$ cat src/rtl/sbx_pkg.sv
// Shared definitions for the W-track switch box: side numbering, select encoding,
// config FSM states and the per-output routing function.
package sbx_pkg;

  localparam logic [1:0] SIDE_L = 2'd0;
  localparam logic [1:0] SIDE_U = 2'd1;
  localparam logic [1:0] SIDE_R = 2'd2;
  localparam logic [1:0] SIDE_D = 2'd3;

  localparam logic [1:0] SEL_OFF = 2'b00;
  localparam int BITS_PER_TRACK = 8;

  typedef enum logic [1:0] {
    IDLE  = 2'd0,
    SHIFT = 2'd1,
    FULL  = 2'd2
  } cfg_state_t;

  // Select k picks side (side + k) mod 4; the 2-bit add wraps for free.
  function automatic logic route_bit(input logic [3:0] sides, input logic [1:0] side,
                                     input logic [1:0] sel);
    logic [1:0] src;
    src = side + sel;
    return (sel == SEL_OFF) ? 1'b0 : sides[src];
  endfunction

endpackage

$ cat src/rtl/sbx_track_mux.sv
// One routing track: each of the four side outputs selects from the other three
// side inputs (or drives 0) under its 2-bit field of the track's config byte.
module sbx_track_mux
  import sbx_pkg::*;
(
  input  logic [3:0]                sides,
  input  logic [BITS_PER_TRACK-1:0] cfg,
  output logic [3:0]                routed
);

  for (genvar gi = 0; gi < 4; gi++) begin : g_side
    assign routed[gi] = route_bit(sides, 2'(gi), cfg[gi*2 +: 2]);
  end

endmodule

$ cat src/rtl/switch_box_cfg.sv
// W-track switch box with a serial shadow config frame, atomic commit into the
// active frame, and optional registered side outputs.
module switch_box_cfg
  import sbx_pkg::*;
#(
  parameter int W       = 4,
  parameter bit REG_OUT = 1'b0
) (
  input  logic         clk,
  input  logic         rst_n,
  input  logic [W-1:0] l_in,
  input  logic [W-1:0] u_in,
  input  logic [W-1:0] r_in,
  input  logic [W-1:0] d_in,
  output logic [W-1:0] l_out,
  output logic [W-1:0] u_out,
  output logic [W-1:0] r_out,
  output logic [W-1:0] d_out,
  input  logic         cfg_en,
  input  logic         cfg_din,
  output logic         cfg_dout,
  input  logic         cfg_commit,
  output logic         cfg_busy,
  output logic         cfg_full,
  output logic         cfg_done,
  output logic         cfg_err
);

  localparam int N  = W * BITS_PER_TRACK;
  localparam int CW = $clog2(N + 1);
  localparam logic [CW-1:0] CNT_MAX = CW'(N);

  logic [N-1:0]  shadow;
  logic [N-1:0]  active;
  logic [CW-1:0] cnt;
  logic [CW-1:0] cnt_next;
  cfg_state_t    state;
  cfg_state_t    state_next;
  logic          commit_ok;
  logic          done;
  logic          err;
  logic          err_next;

  always_comb begin
    state_next = state;
    cnt_next   = cnt;
    err_next   = err;
    commit_ok  = 1'b0;

    if (cfg_en && (cnt != CNT_MAX)) begin
      cnt_next = cnt + CW'(1);
    end

    // A commit racing a shift is rejected so the copied frame is never ambiguous.
    if (cfg_commit) begin
      if ((state == FULL) && !cfg_en) begin
        commit_ok = 1'b1;
        cnt_next  = '0;
        err_next  = 1'b0;
      end else begin
        err_next = 1'b1;
      end
    end

    case (state)
      IDLE:    if (cfg_en) state_next = (cnt_next == CNT_MAX) ? FULL : SHIFT;
      SHIFT:   if (cnt_next == CNT_MAX) state_next = FULL;
      FULL:    if (commit_ok) state_next = IDLE;
      default: state_next = IDLE;
    endcase
  end

  always_ff @(posedge clk or negedge rst_n) begin
    if (!rst_n) begin
      shadow <= '0;
      active <= '0;
      cnt    <= '0;
      state  <= IDLE;
      done   <= 1'b0;
      err    <= 1'b0;
    end else begin
      if (cfg_en) shadow <= {cfg_din, shadow[N-1:1]};
      if (commit_ok) active <= shadow;
      cnt   <= cnt_next;
      state <= state_next;
      done  <= commit_ok;
      err   <= err_next;
    end
  end

  assign cfg_dout = shadow[0];
  assign cfg_busy = (state == SHIFT);
  assign cfg_full = (state == FULL);
  assign cfg_done = done;
  assign cfg_err  = err;

  logic [W-1:0] route_l;
  logic [W-1:0] route_u;
  logic [W-1:0] route_r;
  logic [W-1:0] route_d;

  for (genvar gi = 0; gi < W; gi++) begin : g_track
    logic [3:0] routed;
    sbx_track_mux u_mux (
      .sides  ({d_in[gi], r_in[gi], u_in[gi], l_in[gi]}),
      .cfg    (active[gi*BITS_PER_TRACK +: BITS_PER_TRACK]),
      .routed (routed)
    );
    assign route_l[gi] = routed[SIDE_L];
    assign route_u[gi] = routed[SIDE_U];
    assign route_r[gi] = routed[SIDE_R];
    assign route_d[gi] = routed[SIDE_D];
  end

  if (REG_OUT) begin : g_reg_out
    logic [W-1:0] l_q;
    logic [W-1:0] u_q;
    logic [W-1:0] r_q;
    logic [W-1:0] d_q;
    always_ff @(posedge clk or negedge rst_n) begin
      if (!rst_n) begin
        l_q <= '0;
        u_q <= '0;
        r_q <= '0;
        d_q <= '0;
      end else begin
        l_q <= route_l;
        u_q <= route_u;
        r_q <= route_r;
        d_q <= route_d;
      end
    end
    assign l_out = l_q;
    assign u_out = u_q;
    assign r_out = r_q;
    assign d_out = d_q;
  end else begin : g_comb_out
    assign l_out = route_l;
    assign u_out = route_u;
    assign r_out = route_r;
    assign d_out = route_d;
  end

endmodule
$ cat config.mk
export PLATFORM = sky130hd
export DESIGN_NAME = switch_box_cfg
export DESIGN_NICKNAME = d
export VERILOG_FILES = /design/src/rtl/sbx_pkg.sv /design/src/rtl/sbx_track_mux.sv /design/src/rtl/switch_box_cfg.sv
export SDC_FILE = /design/constraint.sdc
export NUM_CORES = 1
export LEC_CHECK = 0
export BUFFER_PORTS_ARGS = -buffer_cell sky130_fd_sc_hd__buf_2
export CAP_MARGIN = 15
export CORE_MARGIN = 3
export CORE_UTILIZATION = 40
export DETAILED_ROUTE_END_ITERATION = 6
export PLACE_DENSITY_LB_ADDON = 0.12
export SLEW_MARGIN = 20
export SYNTH_ARGS = -nofsm -noshare
export SYNTH_HDL_FRONTEND = slang
export SYNTH_SLANG_ARGS = --single-unit
$ cat constraint.sdc
create_clock -name clk -period 2.6 [get_ports clk]
set_input_delay 0.13 -clock clk [delete_from_list [all_inputs] [get_ports clk]]
set_output_delay 0.13 -clock clk [all_outputs]
set_load 0.02 [all_outputs]
======== Yosys cells after proc, flatten, opt, wreduce, memory -nomap -nowiden ========
Cells that the tools add are included.
operators by class
  reduce and logical (&&, ||, !) cells .... 21
  order comparisons ....................... 16
  $add $sub $neg .......................... 13
  muxes and demuxes ....................... 59
  equal/unequal tests ..................... 7
operators by type and width
  kind                 number
  $lt 2x3->1 const B   16
  $mux 1               35
  $logic_not 2->1      17
  $bmux 1 s2           16
  $mux 6               3
  $add 2x2->2 const A  8
  $add 1x2->2 const A  4
  $mux 2               4
  $add 6x1->6 const B  1
  $eq 6x6->1 const B   1
  $ne 6x6->1 const B   1
  $pmux 2 s3           1
  $ne 2x1->1 const B   2
  $reduce_and 3->1     1
  $eq 2x1->1 const B   1
  $eq 2x2->1 const B   1
  $logic_and 1x1->1    2
  $ne 2x2->1 const B   1
  $logic_not 1->1      1
storage, ports and cells
  flip-flop bits (word level) ............. 74

======== Logic depth before layout (Yosys ltp) ========
Gate-level depths: netlist of run 1.
  depth in word-level cells ............... 9
  gate-level depth with buffers ........... 6
  mapped depth without buffers ............ 6

======== Cells and area by module ========
From an unflattened synthesis of run 1, not the netlist that was laid out.
second synthesis, totals
  cell total of the unflattened synthesis .. 260
  area, all modules ....................... 3613.5 um^2
by module, submodules not included
  module          area an instance (um^2)  sequential area each (um^2)  times used  cells each
  switch_box_cfg  2972.9                   1851.8                       1           196
  sbx_track_mux   160.2                    0.0                          4           16

======== Least setup slack after synthesis of run 1 ========
No wires, ideal clock.
  kind .................................... reg2reg
  start ................................... register cnt[0]
  end ..................................... register state[1]
  path slack .............................. 1.139 ns
  library setup time ...................... 0.126 ns
  clock period less this slack ............ 1.461 ns
  cell stages (with the launch flop) ...... 7
  data required time ...................... 2.474 ns
  arrival ................................. 1.335 ns
  cells stage by stage .................... dfrtp_1 -> inv_1 -> ha_1 -> nand4bb_4 -> o21ai_2 -> mux2i_1 -> o21ai_1
on the way
  longest elaborated chain between the ends .. 9
RTL lines
  what                                                                 line                                        RTL
  start: declaration                                                   switch_box_cfg.sv:35                        logic [CW-1:0] cnt;
  start signal: assignment                                             switch_box_cfg.sv:84                        cnt <= cnt_next;
  parallel branches: the longest is 2 deep, another holds $add 6x1->6  -
  $mux 6 (*)                                                           switch_box_cfg.sv:50                        if (cfg_en && (cnt != CNT_MAX)) begin
  $mux 6                                                               switch_box_cfg.sv:56                        if ((state == FULL) && !cfg_en) begin
  $mux 6 (*)                                                           switch_box_cfg.sv:55                        if (cfg_commit) begin
  $eq 6x6->1 (*)                                                       switch_box_cfg.sv:66, switch_box_cfg.sv:67
  $mux 2 (2 in series)                                                 switch_box_cfg.sv:66                        IDLE: if (cfg_en) state_next = (cnt_next == CNT_MAX) ? FULL : SHIFT;
  $pmux 2 s3                                                           switch_box_cfg.sv:65                        case (state)
  end signal: assignment                                               switch_box_cfg.sv:85                        state <= state_next;
  end: declaration                                                     switch_box_cfg.sv:37                        cfg_state_t state;
Every way passes the cells marked *. The select of a mux whose other input is x is not followed.
A chain may end at the register's enable or synchronous reset.

======== Final worst setup path of run 1 ========
  start ................................... register active[26]
  end ..................................... output u_out[3]
on the way
  longest elaborated chain between the ends .. 4
RTL lines
  what                          line                  RTL
  start: declaration            switch_box_cfg.sv:34  logic [N-1:0] active;
  start signal: assignment      switch_box_cfg.sv:83  if (commit_ok) active <= shadow;
  $add 1x2->2                   sbx_pkg.sv:23         src = side + sel;
  $bmux 1 s2                    sbx_pkg.sv:24         return (sel == SEL_OFF) ? 1'b0 : sides[src];
  $mux 1 (not written as such)  sbx_pkg.sv:24
  $mux 1 (*)                    sbx_pkg.sv:24
  end: declaration              switch_box_cfg.sv:16  output logic [W-1:0] u_out,
Mark *: on every way between the ends. The rest lies on a longest branch, timed or not. The select of a mux whose other input is x is not followed.

==> flow_metrics.env, run 1 <==
export IMPL_status="complete, no violations"
export IMPL_drive_gt1_share_pct=30.9
export IMPL_portBuffers=41
export IMPL_grt_antenna_before_repair=0
export IMPL_synth_area_mm2=0.00352
export IMPL_hold_viol=0
export IMPL_grt_setup_unrepaired="no"
export IMPL_synth_seq_area_share_pct=52.6
export IMPL_dr_wl_met2_mm=2.66
export IMPL_period_share_pct=67.9
export IMPL_wirelength_mm=6.16
export IMPL_cts_root_buf="clkbuf_8"
export IMPL_critical_path_top_delay_family="flip-flops"
export IMPL_clock_latency_ns=0.34
export IMPL_viasPerCell=4.87
export IMPL_synth_distinct_cells=35
export IMPL_setup_tns_ns=0
export IMPL_crit_fanout=2
export IMPL_grt_total_usage_pct=13.2
export IMPL_grt_overflow=0
export IMPL_reg2reg_from="state[0]"
export IMPL_vias=2293
export IMPL_grt_max_degree=47
export IMPL_area_growth_pct=14.2
export IMPL_coreArea_mm2=0.00838
export IMPL_worst_hold_slack_ns=0.0385
export IMPL_wl_per_cell_um=13.1
export IMPL_postCtsResizedCells=0
export IMPL_syn_inst=317
export IMPL_cap_violations=0
export IMPL_fin_nets=393
export IMPL_syn_avg_cell_area_um2=11.1
export IMPL_crit_chain="inv_1 > ha_1 > mux4_2 > nor2b_1 > buf_2"
export IMPL_h_tree_depth=3
export IMPL_clk_path_buf_depth=2
export IMPL_grt_pass1_vias=2197
export IMPL_hold_buffers=1
export IMPL_cp_data_required_time_ns=2.47
export IMPL_slowest_delay_ns=0.38
export IMPL_ys_ff_latch=74
export IMPL_top_layer_used="met4"
export IMPL_fmax_mhz=566
export IMPL_r2r_setup_slack_ns=0.92
export IMPL_post_cts_buffers=0
export IMPL_endpoint_kind="output pin"
export IMPL_postSynthNetCount=348
export IMPL_fp_dieH_um=99.8
export IMPL_antenna_left=0
export IMPL_cts_clk_slew_worst_paths_ns=0.08
export IMPL_maxSlewViolCount=0
export IMPL_dp_hpwl_mm=4.18
export IMPL_drc=0
export IMPL_rows=33
export IMPL_die_area_mm2=0.00996
export IMPL_cp_start_kind="flop"
export IMPL_slew_limit_headroom_pct=55.8
export IMPL_wl_met3_um=244
export IMPL_path_class="flop to output pin"
export IMPL_ir_drop_mv=0.452
export IMPL_gp_congestion=0.779
export IMPL_cp_arrival_ns=1.64
export IMPL_clkSinkCount=74
export IMPL_antenna_cells=0
export IMPL_hold_path_class="input pin to flop"
export IMPL_setup_viol=0
export IMPL_ios=42
export IMPL_wl_met1_mm=3.22
export IMPL_total_leakage_power_nw=1.98
export IMPL_fin_ws_ns=0.834
export IMPL_initial_core_util_pct=42.0
export IMPL_dieWidth_um=99.8
export IMPL_clock_skew_ns=0.00940
export IMPL_dr_first_iter_drc_count=60
export IMPL_drt_first_pass_iters=4
export IMPL_cts_tree="built"
export IMPL_p_per_area_mw_per_mm2=744
export IMPL_period_minus_slack_ns=1.77
export IMPL_cts_buffers=9
export IMPL_rr_worst_depth=5
export IMPL_critPathLaunch="active[26]"
export IMPL_endpoint="u_out[3]"
export IMPL_rr_endpoint="active[7]"
export IMPL_grt_pass1_wl_mm=10.6
export IMPL_cp_depth=5
export IMPL_critPathSlowestCell="dfrtp_1"
export IMPL_worst_pin_slew_ns=0.662
export IMPL_path_buf_inv=2
export IMPL_ys_warnings_count=0
export IMPL_dp_slack_ns=0.770
export IMPL_utilization_pct=47.9
==> placed cells by master, fill, tap and decap left out, types with 8 or more instances in the layout <==
cell	n
dfrtp_1	74
buf_2	41
mux4_2	8
nor2_1	8
inv_1	21
mux2_2	40
nor2b_1	10
nand2_1	82
o21ai_0	26
ha_1	10
clkbuf_8	9
==> area by class of cell <==
class	count	area, um2
Fill cell	815	4360
Sequential cell	74	1850
Multi-Input combinational cell	209	1510
Timing Repair Buffer	46	258
Tap cell	105	131
Clock buffer	10	128
Inverter	22	82.6
Clock inverter	5	56.3
==> state kept, by name, indices dropped and copies added (netlist names) <==
| register | flops |
|---|---|
| cfg_done | 1 |
| state | 2 |
| shadow | 32 |
| cnt | 6 |
| cfg_err | 1 |
| active | 32 |
==> cell families after synthesis <==
| kind of cell | synth area share, % |
|---|---|
| AOI/OAI and AO/OA | 6.22 |
| xor gates and xnor gates | 0.747 |
| adders and majority gates | 3.56 |
| buffers and inverters | 4.41 |
| DFF | 52.6 |
| muxes | 18.2 |
| and+or+nand+nor | 14.2 |
==> cell usage after synthesis, drive strengths merged <==
cell type | number | share of area, %
a211oi | 1 | 0.36
a21boi | 1 | 0.21
a21oi | 3 | 0.43
a22o | 1 | 0.28
and3b | 1 | 0.25
buf | 10 | 1.6
clkbuf | 2 | 0.50
dfrtp | 74 | 53
ha | 10 | 3.6
inv | 22 | 2.3
mux2 | 40 | 13
mux2i | 1 | 0.28
mux4 | 8 | 5.1
nand2 | 82 | 8.7
nand4 | 2 | 0.53
nand4bb | 3 | 1.4
nor2 | 8 | 0.85
nor2b | 10 | 1.8
nor4 | 1 | 0.18
nor4bb | 1 | 0.28
o21a | 1 | 0.21
o21ai | 28 | 4.1
o22ai | 1 | 0.18
o311ai | 1 | 0.25
o31ai | 1 | 0.21
or3 | 1 | 0.18
xnor2 | 1 | 0.25
xor2 | 2 | 0.50
==> power by group <==
group / switching [W] / leakage (nW) / total, W / internal, W
Combinational: 0.000219 / 1.01 / 0.000533 / 0.000314
Clock: 0.000409 / 0.0921 / 0.000846 / 0.000437
Sequential: 0.000215 / 0.881 / 0.00161 / 0.00140
==> metal layers <==
| layer | vias to the layer above | track usage [%] |
|---|---|---|
| met2 | 37 | 19.2 |
| met5 | - | 0 |
| met3 | 4 | 3.89 |
| li1 | 1159 | - |
| met1 | 1093 | 18.7 |
| met4 | 0 | 4.73 |
==> stage by stage <==
step                std cells  cell area (um2)  power (W)
global route              471             4020    0.00317
CTS                       471             4020    0.00302
floorplan                 317             3520    0.00199
finish                    471             4020    0.00299
global placement          455             3820    0.00216
detailed placement        455             3820    0.00217
==> worst min path at each step <==
stage / depth (start not counted) / from / slack, ns / end
2_1_floorplan: 0 / rst_n / -0.17 / active[0]
3_3_place_gp: 1 / rst_n / 0.20 / active[1]
3_5_place_dp: 1 / rst_n / 0.20 / active[0]
4_1_cts: 3 / cfg_commit / 0.03 / cfg_err
5_1_grt: 2 / cfg_din / 0.03 / shadow[31]
6_report: 2 / cfg_din / 0.04 / shadow[31]
Note: power is estimated with default switching activity, not from simulation.
==> run 2: changes to the inputs <==
--- a/config.mk
+++ b/config.mk
@@ -5,6 +5,7 @@
 export SDC_FILE = /design/constraint.sdc
 export NUM_CORES = 1
 export LEC_CHECK = 0
+export ABC_AREA = 1
 export BUFFER_PORTS_ARGS = -buffer_cell sky130_fd_sc_hd__buf_2
 export CAP_MARGIN = 15
 export CORE_MARGIN = 3
==> constraint.sdc (replaced) <==
create_clock -name clk -period 1.4 [get_ports clk]
set_input_delay 0.07 -clock clk [delete_from_list [all_inputs] [get_ports clk]]
set_output_delay 0.07 -clock clk [all_outputs]
set_load 0.02 [all_outputs]
==> run 2 against run 1 <==
Compared with the run above:
- the run now ends with setup timing left
- synthesized cell count is 33% higher
- critical path depth is 1 higher
- non-clock buffer count is 30 higher
- clock skew is 0.0027 ns lower
- flip-flop and latch count stayed put
- final cell count is 28% higher
- clock power is 120% higher
- combinational power grew to 4.5 times the previous value
==> flow_metrics.env, run 2 <==
export IMPL_endpoint_kind="output pin"
export IMPL_crit_chain="inv_2 > ha_4 > a21oi_2 > o21ai_1 > a21oi_2 > buf_4"
export IMPL_slowest_delay_ns=0.39
export IMPL_grt_antenna_before_repair=0
export IMPL_cts_buffers=9
export IMPL_die_area_mm2=0.00982
export IMPL_wl_per_cell_um=11.9
export IMPL_rr_worst_depth=11
export IMPL_dr_first_iter_drc_count=142
export IMPL_yosysMostFrequentCell="nand2_1"
export IMPL_syn_avg_cell_area_um2=8.22
export IMPL_layout_common_cells="nand2_1, dfrtp_1, o21ai_0"
export IMPL_hold_start="cfg_commit"
export IMPL_grt_pass1_vias=2678
export IMPL_grt_use_met3_pct=3.09
export IMPL_cp_data_required_time_ns=1.33
export IMPL_cp_start_kind="flop"
export IMPL_finalPower_w=0.00707
export IMPL_crit_top_cell="a21oi_2"
export IMPL_maxSlewViolCount=0
export IMPL_synthTopCellsByArea="dfrtp_1, nand2_1, o21ai_0"
export IMPL_hold_path_class="input pin to flop"
export IMPL_grt_pass1_wl_mm=12.4
export IMPL_reg_top3="active x32, shadow x32, cnt x6"
export IMPL_vias=2867
export IMPL_cp_arrival_ns=1.48
export IMPL_path_class="flop to output pin"
export IMPL_clk_path_buf_depth=2
export IMPL_hold_path_end="cfg_err"
export IMPL_gr_usage_met2_pct=22.6
export IMPL_setup_viol=9
export IMPL_cts_tree="built"
export IMPL_antenna_left=0
export IMPL_dieWidth_um=99.1
export IMPL_postSynthNetCount=453
export IMPL_dp_hpwl_mm=4.78
export IMPL_cts_root_buf="clkbuf_8"
export IMPL_status="finished with violations"
export IMPL_fin_ws_ns=-0.149
export IMPL_synth_distinct_cells=21
export IMPL_initial_core_util_pct=41.8
export IMPL_async_flop_share_pct=100
export IMPL_worst_pin_slew_ns=0.393
export IMPL_grt_max_degree=75
export IMPL_period_share_pct=111
export IMPL_hold_viol=0
export IMPL_grtUsageMet1_pct=22.8
export IMPL_period_minus_slack_ns=1.55
export IMPL_slew_limit_headroom_pct=73.8
export IMPL_grt_setup_unrepaired="yes"
export IMPL_clock_latency_ns=0.34
export IMPL_drc=0
export IMPL_ios=42
export IMPL_viasPerCell=4.74
export IMPL_ir_drop_mv=0.758
export IMPL_h_tree_depth=3
export IMPL_area_growth_pct=28.1
export IMPL_wirelength_mm=7.17
export IMPL_clock_skew_ns=0.00671
export IMPL_utilization_pct=53.5
export IMPL_cap_violations=0
export IMPL_ys_warnings_count=0
export IMPL_violations="setup timing"
export IMPL_grt_total_usage_pct=15.5
export IMPL_p_per_area_mw_per_mm2=1590
export IMPL_synth_ff_type="dfrtp_1"
export IMPL_synth_largest_area_cell="dfrtp_1"
export IMPL_gp_congestion=0.836
export IMPL_portBuffers=41
export IMPL_rows=33
export IMPL_rr_endpoint="state[0]"
export IMPL_ys_ff_latch=74
export IMPL_synth_common_cells="nand2_1, dfrtp_1, o21ai_0"
export IMPL_fin_nets=526
export IMPL_syn_inst=422
export IMPL_critPathLaunch="active[18]"
export IMPL_clkSinkCount=74
export IMPL_layout_commonest_cell="nand2_1"
export IMPL_yosysTopAreaCellShare_pct=53.4
export IMPL_antenna_cells=0
export IMPL_r2r_setup_slack_ns=-0.03
export IMPL_grt_overflow=0
export IMPL_critPathSlowestCell="dfrtp_1"
export IMPL_whs_path_depth=3
export IMPL_synth_area_mm2=0.00347
export IMPL_coreArea_mm2=0.00830
export IMPL_fp_dieH_um=99.1
export IMPL_cts_clk_slew_worst_paths_ns=0.07
export IMPL_drive_gt1_share_pct=28.6
export IMPL_crit_fanout=2
export IMPL_drt_first_pass_iters=4
export IMPL_synth_seq_area_share_pct=53.4
export IMPL_grt_busiest_layer="met1"
export IMPL_total_leakage_power_nw=2.15
export IMPL_synth_edf_count=0
export IMPL_path_buf_inv=2
export IMPL_reg2reg_from="cnt[1]"
export IMPL_fmax_mhz=645
export IMPL_critical_path_top_delay_family="flip-flops"
## run 2: cell families (layout without fill, tap and decap cells)
logic type / count (synthesis) / count (layout) / share of synthesized area, %
buffers and inverters: 76 / 154 / 8.66
AO/OA/AOI/OAI: 111 / 111 / 17.1
flip-flops: 74 / 74 / 53.4
adder cells (fa/ha/maj): 10 / 10 / 3.61
AND/OR/NAND/NOR: 151 / 151 / 17.2
## run 2: worst max-delay path by stage
| stage | endpoint | slack, ns | cells after the start |
|---|---|---|---|
| finish | u_out[2] | -0.15 | 6 |
| global route | u_out[1] | -0.25 | 6 |
| floorplan | state[0] | 0.008 | 11 |
| global placement | state[0] | 0.005 | 10 |
| detailed placement | state[0] | -0.05 | 10 |
| CTS | d_out[0] | -0.19 | 6 |
## run 2: per-stage QoR
step / hold WS [ns] / setup TNS, ns / area (um2) / worst slack (ns) / instances
after floorplan: -0.226 / 0 / 3470 / 0.00788 / 422
final: 0.0264 / -1.05 / 4440 / -0.149 / 605
after global routing: 0.0500 / -2.07 / 4440 / -0.248 / 605
after CTS: 0.0151 / -1.32 / 4370 / -0.192 / 600
after global placement: 0.135 / 0 / 3880 / 0.00479 / 572
after detailed placement: 0.132 / -0.0526 / 3880 / -0.0526 / 572
## run 2: repair_timing
item	in CTS	in global routing
hold buffers	2	0
setup endpoints to repair	9	15
hold endpoints to repair	75	0
pin swaps	16	15
setup buffers	11	6
gates resized for setup	50	16
## run 2: final cells by class
type / instances / area (um2)
fillers: 798 / 3860
multi-input cells: 272 / 1490
clock inverters: 4 / 73.8
clock buffers: 12 / 155
flip-flops and latches: 74 / 1850
inverters: 62 / 233
well taps: 105 / 131
repair buffers: 76 / 505
## run 2: routing by layer
| layer | wire [um] | part of all wire [%] |
|---|---|---|
| met5 | 0 | 0 |
| met4 | 80 | 1.1 |
| met3 | 274 | 3.8 |
| met2 | 3140 | 44 |
| met1 | 3680 | 51 |
## run 2: worst reg2reg max path: stages (launching register included)
cell	delay [ns]
dfrtp_1	0.40
inv_1	0.09
ha_1	0.16
nand3_2	0.11
nand2_1	0.09
nand2_1	0.05
nand2_1	0.08
nand2_2	0.08
inv_2	0.05
nand3_1	0.07
nor2_1	0.11
nor2_1	0.05
## run 2: power breakdown
group | internal, W | switching [W] | leakage [nW] | total (W)
combinational | 0.00108 | 0.00130 | 1.11 | 0.00239
clock | 0.00110 | 0.000777 | 0.117 | 0.00188
sequential | 0.00252 | 0.000274 | 0.926 | 0.00280
total | 0.00471 | 0.00236 | 2.15 | 0.00707
==> run 3: changes to the inputs <==
--- a/config.mk
+++ b/config.mk
@@ -6,11 +6,13 @@
 export NUM_CORES = 1
 export LEC_CHECK = 0
 export ABC_AREA = 1
-export BUFFER_PORTS_ARGS = -buffer_cell sky130_fd_sc_hd__buf_2
 export CAP_MARGIN = 15
+export CORE_ASPECT_RATIO = 1.5
 export CORE_MARGIN = 3
 export CORE_UTILIZATION = 40
 export DETAILED_ROUTE_END_ITERATION = 6
+export DONT_BUFFER_PORTS = 1
+export GPL_TIMING_DRIVEN = 0
 export PLACE_DENSITY_LB_ADDON = 0.12
 export SLEW_MARGIN = 20
 export SYNTH_ARGS = -nofsm -noshare
==> run 3 against run 2 <==
Compared with the run above:
- the run ends with hold timing, setup timing left
- global-route usage increased by 3.2 points
- clock skew decreased by 0.0011 ns
- critical path depth down 1
- non-clock buffer count shrank 31
- die area increased by 0.24%
- highest routed layer unchanged
==> flow_metrics.env, run 3 (synthesis results as in run 2) <==
export IMPL_status="finished with violations"
export IMPL_violations="hold timing, setup timing"
export IMPL_utilization_pct=54.6
export IMPL_ios=42
export IMPL_drc=0
export IMPL_rows=41
export IMPL_cts_tree="built"
export IMPL_nFillCells=792
export IMPL_cp_arrival_ns=1.46
export IMPL_rr_worst_depth=10
export IMPL_grt_total_usage_pct=18.8
export IMPL_drive_gt1_share_pct=29.7
export IMPL_cap_violations=0
export IMPL_viasPerCell=5.00
export IMPL_cts_clk_slew_worst_paths_ns=0.06
export IMPL_hold_path_class="input pin to async pin"
export IMPL_period_share_pct=109
export IMPL_worst_pin_slew_ns=0.517
export IMPL_path_class="flop to output pin"
export IMPL_period_minus_slack_ns=1.53
export IMPL_grt_pass1_vias=2885
export IMPL_initial_core_util_pct=41.2
export IMPL_cp_data_required_time_ns=1.33
export IMPL_clk_path_buf_depth=2
export IMPL_portBuffers=0
export IMPL_clock_latency_ns=0.33
export IMPL_total_leakage_power_nw=2.09
export IMPL_die_area_mm2=0.00985
export IMPL_dpl_cell_area_mm2=0.00360
export IMPL_setup_tns_ns=-0.861
export IMPL_endpoint_kind="output pin"
export IMPL_r2r_setup_slack_ns=-0.04
export IMPL_maxSlewViolCount=0
export IMPL_cp_start_kind="flop"
export IMPL_p_per_area_mw_per_mm2=1580
export IMPL_coreArea_mm2=0.00841
export IMPL_dp_hpwl_mm=5.55
export IMPL_grt_setup_unrepaired="yes"
export IMPL_antenna_cells=0
export IMPL_crit_fanout=2
export IMPL_h_tree_depth=3
export IMPL_cts_root_buf="clkbuf_16"
export IMPL_rr_endpoint="state[0]"
export IMPL_worst_hold_slack_ns=-0.571
export IMPL_reg2reg_from="state[0]"
export IMPL_area_growth_pct=32.5
export IMPL_setup_viol=9
export IMPL_clock_skew_ns=0.00556
export IMPL_wirelength_mm=8.65
export IMPL_drt_first_pass_iters=4
export IMPL_reg_top3="active x32, shadow x32, cnt x6"
export IMPL_antenna_left=0
export IMPL_dr_first_iter_drc_count=121
export IMPL_cts_buffers=9
export IMPL_layout_common_cells="nand2_1, dfrtp_1, o21ai_0"
export IMPL_gp_congestion=0.818
export IMPL_grt_antenna_before_repair=0
export IMPL_grt_max_degree=75
export IMPL_fin_nets=495
export IMPL_grt_pass1_wl_mm=13.9
export IMPL_dieWidth_um=82.0
export IMPL_vias=2874
export IMPL_grt_overflow=0
export IMPL_fp_dieH_um=120
export IMPL_slew_limit_headroom_pct=65.5
export IMPL_layout_commonest_cell="nand2_1"
export IMPL_ir_drop_mv=0.874
export IMPL_fmax_mhz=652
export IMPL_hold_buffers=2
export IMPL_hold_viol=74
export IMPL_wl_per_cell_um=15.0
export IMPL_fin_area_mm2=0.00459
export IMPL_clkSinkCount=74
export IMPL_fin_ws_ns=-0.133
-- run 3: how the worst max path moves through the flow --
stage	from	endpoint	slack (ns)
finish	active[7]	d_out[0]	-0.13
global route	cnt[1]	state[0]	-0.21
CTS	active[6]	d_out[0]	-0.16
detailed placement	state[1]	active[16]	-0.28
global placement	state[1]	active[5]	-0.25
floorplan	state[1]	state[0]	0.008
-- run 3: metal layers --
layer / GRT usage (%) / vias to the layer above / wire (um)
met5: 0 / - / 0
met1: 22.4 / 1383 / 3690
met4: 8.63 / 0 / 160
li1: - / 1440 / -
met2: 32.0 / 37 / 4580
met3: 3.23 / 14 / 228
-- run 3: worst max-delay path: stages, from the launching register on --
cell     delay, ns
dfrtp_1       0.36
inv_1         0.11
ha_4          0.21
a21oi_1       0.10
o21ai_1       0.08
a21oi_2       0.26
-- run 3: where the power goes --
group / leakage (nW) / total, W / switching (W) / internal, W
Clock: 0.142 / 0.00225 / 0.000838 / 0.00141
Sequential: 0.922 / 0.00283 / 0.000296 / 0.00253
Combinational: 1.02 / 0.00217 / 0.00126 / 0.000906
-- run 3: timing repair --
| action | 4_1_cts | 5_1_grt |
|---|---|---|
| endpoints found under the hold margin | 78 | 74 |
| pin swaps | 20 | 14 |
| cloned | 0 | 4 |
| endpoints found under the setup margin | 32 | 43 |
| resized for setup | 62 | 80 |
| setup buffers | 17 | 9 |
-- run 3: final cells by class --
| class | count | area (um2) | area share (%) |
|---|---|---|---|
| plain buffers | 14 | 116 | 2.53 |
| flip-flops and latches | 74 | 1850 | 40.4 |
| inverters | 62 | 233 | 5.07 |
| multi-input cells | 272 | 1640 | 35.7 |
| repair buffers | 31 | 332 | 7.22 |
| well taps | 107 | 134 | 2.91 |
| clock inverters | 3 | 40.0 | 0.871 |
| clock buffers | 12 | 246 | 5.36 |
-- run 3: per-stage QoR --
stage | power (W) | instances | setup WS [ns]
floorplan | 0.00401 | 422 | 0.00788
global placement | 0.00427 | 529 | -0.254
detailed placement | 0.00433 | 529 | -0.285
CTS | 0.00711 | 563 | -0.160
global route | 0.00772 | 575 | -0.207
finish | 0.00725 | 575 | -0.133
